## config.mk

```make
export PLATFORM = sky130hd
export DESIGN_NAME = tiger_muldiv_unit
export DESIGN_NICKNAME = d
export VERILOG_FILES = /design/src/rtl/tiger_muldiv_unit.sv
export SDC_FILE = /design/constraint.sdc
export NUM_CORES = 2
export LEC_CHECK = 0
export BUFFER_PORTS_ARGS = -buffer_cell sky130_fd_sc_hd__buf_2
export CORE_AREA = 3 3 336 338
export DETAILED_ROUTE_END_ITERATION = 6
export DIE_AREA = 0 0 339 341
export HOLD_SLACK_MARGIN = 0.05
export PLACE_DENSITY_LB_ADDON = 0.12
export SLEW_MARGIN = 40
export SYNTH_ARGS = -nofsm -noshare
export SYNTH_HDL_FRONTEND = slang
export SYNTH_SLANG_ARGS = --single-unit
```

## constraint.sdc

```tcl
create_clock -name clk -period 28.9 [get_ports clk]
set_clock_uncertainty 0.2 [all_clocks]
set_input_delay 2.89 -clock clk [delete_from_list [all_inputs] [get_ports clk]]
set_output_delay 2.89 -clock clk [all_outputs]
set_load 0.1 [all_outputs]
```

## src/rtl/tiger_muldiv_unit.sv

```systemverilog
// HI/LO multiply/divide unit: pipelined multiplier plus iterative restoring divider.
// One op per accepted start; latest accepted op wins, cancel aborts without writing.
module tiger_muldiv_unit #(
  parameter int unsigned WIDTH       = 32,
  parameter int unsigned MUL_LATENCY = 5
) (
  input  logic             clk,
  input  logic             reset,
  input  logic             start,
  input  logic [2:0]       op,
  input  logic [WIDTH-1:0] opa,
  input  logic [WIDTH-1:0] opb,
  input  logic             stall,
  input  logic             cancel,
  input  logic             read_req,
  output logic [WIDTH-1:0] hi,
  output logic [WIDTH-1:0] lo,
  output logic             busy,
  output logic             done,
  output logic             stall_rq
);

  localparam int unsigned CW = $clog2(WIDTH + MUL_LATENCY) + 1;
  localparam logic [CW-1:0] MulCnt = CW'((MUL_LATENCY > 1) ? MUL_LATENCY - 2 : 0);
  localparam logic [CW-1:0] DivCnt = CW'(WIDTH - 1);

  typedef enum logic [1:0] {StIdle, StMul, StDivIter, StDivFix} state_e;

  state_e state_q, state_d;
  logic [CW-1:0]    cnt_q;
  logic             accept, acc_mul, acc_div, acc_mthi, acc_mtlo, signed_op;
  logic [2*WIDTH-1:0] a_ext, b_ext, product, mul_res;
  logic             mul_res_v, mul_wr, div_wr, done_q;
  logic [WIDTH-1:0] a_abs, b_abs, rem_q, quo_q, dvs_q, rem_nxt, quo_nxt, q_fix, r_fix;
  logic             dz_q, qneg_q, rneg_q;
  logic [WIDTH:0]   shifted, diff;

  assign accept    = start && !stall && !cancel && (op <= 3'd5);
  assign acc_mul   = accept && (op[2:1] == 2'b00);
  assign acc_div   = accept && (op[2:1] == 2'b01);
  assign acc_mthi  = accept && (op == 3'd4);
  assign acc_mtlo  = accept && (op == 3'd5);
  assign signed_op = !op[0];

  assign a_ext   = {{WIDTH{opa[WIDTH-1] & signed_op}}, opa};
  assign b_ext   = {{WIDTH{opb[WIDTH-1] & signed_op}}, opb};
  assign product = a_ext * b_ext;

  if (MUL_LATENCY > 1) begin : g_pipe
    localparam int unsigned PD = MUL_LATENCY - 1;
    logic [2*WIDTH-1:0] p_q [PD];
    logic [PD-1:0]      v_q;

    always_ff @(posedge clk) begin
      if (reset) begin
        v_q <= '0;
      end else if (cancel || accept) begin
        // Any accept or cancel orphans the older products; only a new mul re-arms stage 0.
        v_q    <= '0;
        v_q[0] <= acc_mul;
      end else begin
        v_q <= v_q << 1;
      end
      p_q[0] <= product;
      for (int i = 1; i < int'(PD); i++) p_q[i] <= p_q[i-1];
    end

    assign mul_res   = p_q[PD-1];
    assign mul_res_v = v_q[PD-1];
  end else begin : g_nopipe
    assign mul_res   = product;
    assign mul_res_v = acc_mul;
  end

  // State register
  always_ff @(posedge clk) begin
    if (reset) state_q <= StIdle;
    else       state_q <= state_d;
  end

  // Next-state logic
  always_comb begin
    state_d = state_q;
    if (accept) begin
      if (acc_div)                           state_d = StDivIter;
      else if (acc_mul && MUL_LATENCY > 1)   state_d = StMul;
      else                                   state_d = StIdle;
    end else if (cancel) begin
      state_d = StIdle;
    end else begin
      unique case (state_q)
        StMul:     if (cnt_q == '0) state_d = StIdle;
        StDivIter: if (cnt_q == '0) state_d = StDivFix;
        StDivFix:  state_d = StIdle;
        default:   state_d = StIdle;
      endcase
    end
  end

  // Outputs and write strobes
  always_comb begin
    busy   = (state_q != StIdle);
    mul_wr = 1'b0;
    if (MUL_LATENCY == 1) mul_wr = acc_mul;
    else mul_wr = (state_q == StMul) && (cnt_q == '0) && mul_res_v && !cancel && !accept;
    div_wr = (state_q == StDivFix) && !cancel && !accept;
  end

  assign stall_rq = busy && read_req;
  assign done     = done_q;

  assign a_abs   = (signed_op && opa[WIDTH-1]) ? -opa : opa;
  assign b_abs   = (signed_op && opb[WIDTH-1]) ? -opb : opb;
  assign shifted = {rem_q, quo_q[WIDTH-1]};
  assign diff    = shifted - {1'b0, dvs_q};
  assign rem_nxt = diff[WIDTH] ? shifted[WIDTH-1:0] : diff[WIDTH-1:0];
  assign quo_nxt = {quo_q[WIDTH-2:0], ~diff[WIDTH]};
  // A zero divisor leaves the remainder at |opa|, so negation restores opa itself.
  assign q_fix   = dz_q ? '1 : (qneg_q ? -quo_q : quo_q);
  assign r_fix   = rneg_q ? -rem_q : rem_q;

  always_ff @(posedge clk) begin
    if (reset) begin
      cnt_q  <= '0;
      rem_q  <= '0;
      quo_q  <= '0;
      dvs_q  <= '0;
      dz_q   <= 1'b0;
      qneg_q <= 1'b0;
      rneg_q <= 1'b0;
    end else begin
      if (accept) cnt_q <= acc_div ? DivCnt : MulCnt;
      else if (state_q != StIdle && cnt_q != '0) cnt_q <= cnt_q - CW'(1);
      if (acc_div) begin
        rem_q  <= '0;
        quo_q  <= a_abs;
        dvs_q  <= b_abs;
        dz_q   <= (opb == '0);
        qneg_q <= signed_op && (opa[WIDTH-1] ^ opb[WIDTH-1]);
        rneg_q <= signed_op && opa[WIDTH-1];
      end else if (state_q == StDivIter) begin
        rem_q <= rem_nxt;
        quo_q <= quo_nxt;
      end
    end
  end

  always_ff @(posedge clk) begin
    if (reset) begin
      hi     <= '0;
      lo     <= '0;
      done_q <= 1'b0;
    end else begin
      done_q <= mul_wr || div_wr;
      if (acc_mthi) hi <= opa;
      if (acc_mtlo) lo <= opa;
      if (mul_wr) {hi, lo} <= mul_res;
      if (div_wr) begin
        hi <= r_fix;
        lo <= q_fix;
      end
    end
  end

endmodule

```

==> impl.org <==
** Timing
- Max-slew violation total from the final report :: 0
- Setup repair after global routing left no endpoint under its margin.
- At the pin with the least slew margin, the transition time is 893 ps.
- The smallest clock period supported by the final layout is computed as about 12000 ps.
- Final number of setup-violating endpoints :: 0
- Achievable Freq :: 85.5 MHz
- Worst hold slack across all endpoints :: 105 ps
- Measured against its own limit, the worst slew margin works out to 0.405.
- Post-route clock period utilization :: 0.405
- In the final timing run, aggregate negative setup slack is 0 ps.
- The final count of hold timing violations was 0.

** Clock tree
- Root buf cell :: sky130_fd_sc_hd__clkbuf_16
- CTS tree :: yes
- Post-CTS repair changed the size of 0 cells.
- In this run the deepest clock path goes through 3 buffers.
- Counting every sink on the clock net gives 433.
- At the later pin of the worst-skew pair, clock insertion delay measures 590 ps.
- In this run the post-CTS setup repair buffer count came out at 0.
- The H-tree was split into 2 levels.
- Post-CTS clock slew at the launch and capture registers of the worst setup and hold paths :: roughly 70 ps
- Buffers inserted to repair hold after CTS numbered 0.
- Number of buffers added by the clock tree synthesis step :: 45

** Setup path
- By startpoint and endpoint, the worst setup path is classified as input pin to register.
- In this run the register-to-register setup slack is 23700 ps.
- Worst Reg2Reg Path Length in Cells :: 14
- The worst setup path is launched from an input pin.
- Worst path arrival time :: 11970 ps
- R2R Path Start :: quo_q[31]$_SDFFE_PP0P_
- STA classifies the critical path endpoint as a register.
- At the worst endpoint, the required time is 29170 ps.
- Largest fanout on the critical path :: 36
- The worst register-to-register path ends at rem_q[17]$_SDFFE_PP0N_.

** Synth
- Seq cells post-synth :: between 400 and 500
- Of the total synthesized cell area, the portion taken by AND, OR, NAND and NOR gates is 0.147.
- After synthesis, the largest family of logic cells by area is adder cells.
- After synthesis, the mean cell area works out to roughly 9.1 um2.
- Summed instance area of the synthesized netlist :: between 50000 and 60000 um2
- In this run, distinct cell masters in the synthesized netlist total 69.
- Of the synthesized area, sequential elements account for 0.158.
- Of the total synthesized cell area, the portion taken by full adders, half adders and majority gates is 0.468.
- Number of warnings printed during yosys synthesis :: 0
- The compound-cell area share of the yosys netlist was 0.0798.
- For this run, asynchronously set or reset flops after synthesis account for 0.
- Synth Area in XOR/XNOR :: 0.0356
- Post-synthesis mux area share :: 0.00513
- Synthesized instance count :: about 6000
- Count of flip-flops with a built-in enable after synthesis :: 0
- Prevailing post-synth register cell :: sky130_fd_sc_hd__dfxtp_1
- Syn nets :: about 7500

** Route
- Number of iterations in the first detailed-routing pass :: 6
- After detailed routing, the total wire length is 164 mm.
- For this run, design rule violations remaining after detail routing come to 0.
- Via-to-Cell Ratio :: approximately 5.4
- Wire per inst :: 22.0 um
- Once detail routing completed, the nets flagged for antenna violations numbered 0.
- After the first detailed-routing iteration, the DRC count stood at 3133.
- For this block, the via count after detailed routing is just over 40000.

** Final layout
- Most frequent cells in the layout :: sky130_fd_sc_hd__inv_1 (1152), sky130_fd_sc_hd__fa_1 (1125), sky130_fd_sc_hd__nand2_1 (923), sky130_fd_sc_hd__dfxtp_1 (432), sky130_fd_sc_hd__and2_1 (372)
- Fin nets :: 7356
- Fill count :: 10423
- From synthesis to final layout, the design area changed by 6.30%.
- Summing all multi-input logic gate instances after layout gives 40500 um2.
- Most common cell after layout, fill and taps aside :: sky130_fd_sc_hd__inv_1
- Fraction of layout instances using a drive strength above 1 :: 0.0559
- Non-filler cells in the finished layout :: 7442
- Across the whole layout, storage elements account for 8670 um2.
- Final cell utilization of the core :: 0.528

** Place
- Placed insts :: 7346
- Routability-driven placement finished with a final weighted congestion of between 0.9 and 1.
- In this run the tool buffered the top-level ports with approximately 140 buffer cells.
- Detailed placement finished with a half-perimeter wire length of approximately 120 mm.

** Global route
- In the global route stage, overall resource usage came out at 0.287.
- Initial antenna violation count :: 9
- The number of global-route vias before repair was 42010.
- Overflow left after global routing :: 0
- Global-route wire length before repair :: 254 mm
- Entering global routing, the biggest net connects 96 pins.

** Die
- Die Wd :: 339 um
- The die is 341 um tall.
- The floorplan has 122 rows.
- Area of the die :: roughly 120000 um2
- Core Region :: roughly 110000 um2
- In this run the count of I/O pins placed on the die edge is 140.
- The initial utilization of the core area, before any placement, comes to 0.497.

** Min path
- Hold EP :: g_pipe.p_q[1][45]$_DFF_P_
- Tightest Hold Check Type :: register to register
- The worst hold path passes through 0 cells.
- Worst Hold Launch :: g_pipe.p_q[0][45]$_DFF_P_

** Status
- The flow ran to the end, and the final reports show no timing, DRC or antenna violations.

** Flow run
- Max-cap violations in this run came to 0.
==> cells by family (layout without fill, tap and decap cells) <==
| logic type | Yosys count | after routing |
|---|---|---|
| other | 0 | 11 |
| AO/OA/AOI/OAI | 670 | 670 |
| adder cells (fa/ha/maj) | 1377 | 1377 |
| AND/OR/NAND/NOR | 1756 | 1756 |
| multiplexers | 28 | 28 |
| flip-flops | 433 | 433 |
| XOR/XNOR | 223 | 223 |
| buffers and inverters | 1541 | 1456 |
==> metrics by stage <==
stage               instance area [um2]  setup WS, ps
finish                            58300         17200
global placement                  56600         16500
global route                      58300         16760
detailed placement                56600         16600
CTS                               58200         17190
floorplan                         54800         17820
==> sequential cells by signal, indices dropped and copies added (netlist names) <==
register / count
cnt_q: 7
done: 1
dvs_q: 32
dz_q: 1
g_pipe.p_q: 256
g_pipe.v_q: 4
hi: 32
lo: 32
qneg_q: 1
quo_q: 32
rem_q: 32
rneg_q: 1
state_q: 2
==> cells in the mapped netlist (all sizes together), types with 26 or more instances <==
library cell | instances | area, um2
fa | 1126 | 22500
o31ai | 31 | 246
nand2b | 28 | 175
a21oi | 222 | 1110
and2 | 373 | 2330
xnor2 | 127 | 1110
clkbuf | 325 | 1220
nand2 | 923 | 3460
a211oi | 55 | 413
inv | 1153 | 4330
buf | 62 | 243
o211ai | 26 | 200
nor2 | 230 | 863
dfxtp | 433 | 8670
a221oi | 31 | 272
a21o | 55 | 413
ha | 251 | 3140
a311oi | 42 | 368
nand3 | 58 | 290
o21ai | 107 | 536
mux2i | 27 | 270
xor2 | 96 | 841
nor3 | 40 | 200
==> area by class of cell <==
class	count	area share
diodes	11	0.000472
multi-input cells	4054	0.694
clock inverters	30	0.00578
flip-flops and latches	433	0.149
well taps	1488	0.0319
repair buffers	218	0.0230
inverters	1154	0.0743
clock buffers	54	0.0215
==> how the worst max path moves through the flow <==
| stage | startpoint | to | slack (ps) | depth (start not counted) |
|---|---|---|---|---|
| 2_1_floorplan | op[0] | g_pipe.p_q[0][59]$_DFF_P_ | 17820 | 27 |
| 3_3_place_gp | opa[31] | g_pipe.p_q[0][62]$_DFF_P_ | 16500 | 27 |
| 3_5_place_dp | opa[31] | g_pipe.p_q[0][62]$_DFF_P_ | 16600 | 27 |
| 4_1_cts | opa[31] | g_pipe.p_q[0][62]$_DFF_P_ | 17190 | 27 |
| 5_1_grt | opa[31] | g_pipe.p_q[0][60]$_DFF_P_ | 16760 | 27 |
| 6_report | opa[31] | g_pipe.p_q[0][62]$_DFF_P_ | 17200 | 27 |
==> critical path, stage by stage <==
cell and delay, ps:
sky130_fd_sc_hd__buf_2 80, sky130_fd_sc_hd__buf_4 470, sky130_fd_sc_hd__nor2b_4 550, sky130_fd_sc_hd__nand2_1 160, sky130_fd_sc_hd__inv_1 150, sky130_fd_sc_hd__fa_1 490, sky130_fd_sc_hd__fa_1 620, sky130_fd_sc_hd__fa_1 530
sky130_fd_sc_hd__inv_1 420, sky130_fd_sc_hd__fa_1 500, sky130_fd_sc_hd__inv_1 90, sky130_fd_sc_hd__fa_1 440, sky130_fd_sc_hd__fa_1 500, sky130_fd_sc_hd__fa_1 490, sky130_fd_sc_hd__inv_1 50, sky130_fd_sc_hd__fa_1 480
sky130_fd_sc_hd__inv_1 40, sky130_fd_sc_hd__ha_1 400, sky130_fd_sc_hd__nand3_1 170, sky130_fd_sc_hd__or3_1 490, sky130_fd_sc_hd__a211oi_1 200, sky130_fd_sc_hd__o21ai_1 280, sky130_fd_sc_hd__o21ai_0 500, sky130_fd_sc_hd__a21oi_1 250
sky130_fd_sc_hd__o221ai_1 350, sky130_fd_sc_hd__o221ai_1 210, sky130_fd_sc_hd__xnor2_1 150
==> metal layers <==
metal	vias to the layer above	routed length (um)	track usage
met5	-	0	0
met4	0	8120	0.124
met3	292	10400	0.0390
met2	1392	75600	0.460
met1	20893	69900	0.393
li1	17980	-	-
Power is left out: the tool's default activity adds up to more than one toggle a clock period on the data nets, which glitch-free logic cannot reach.
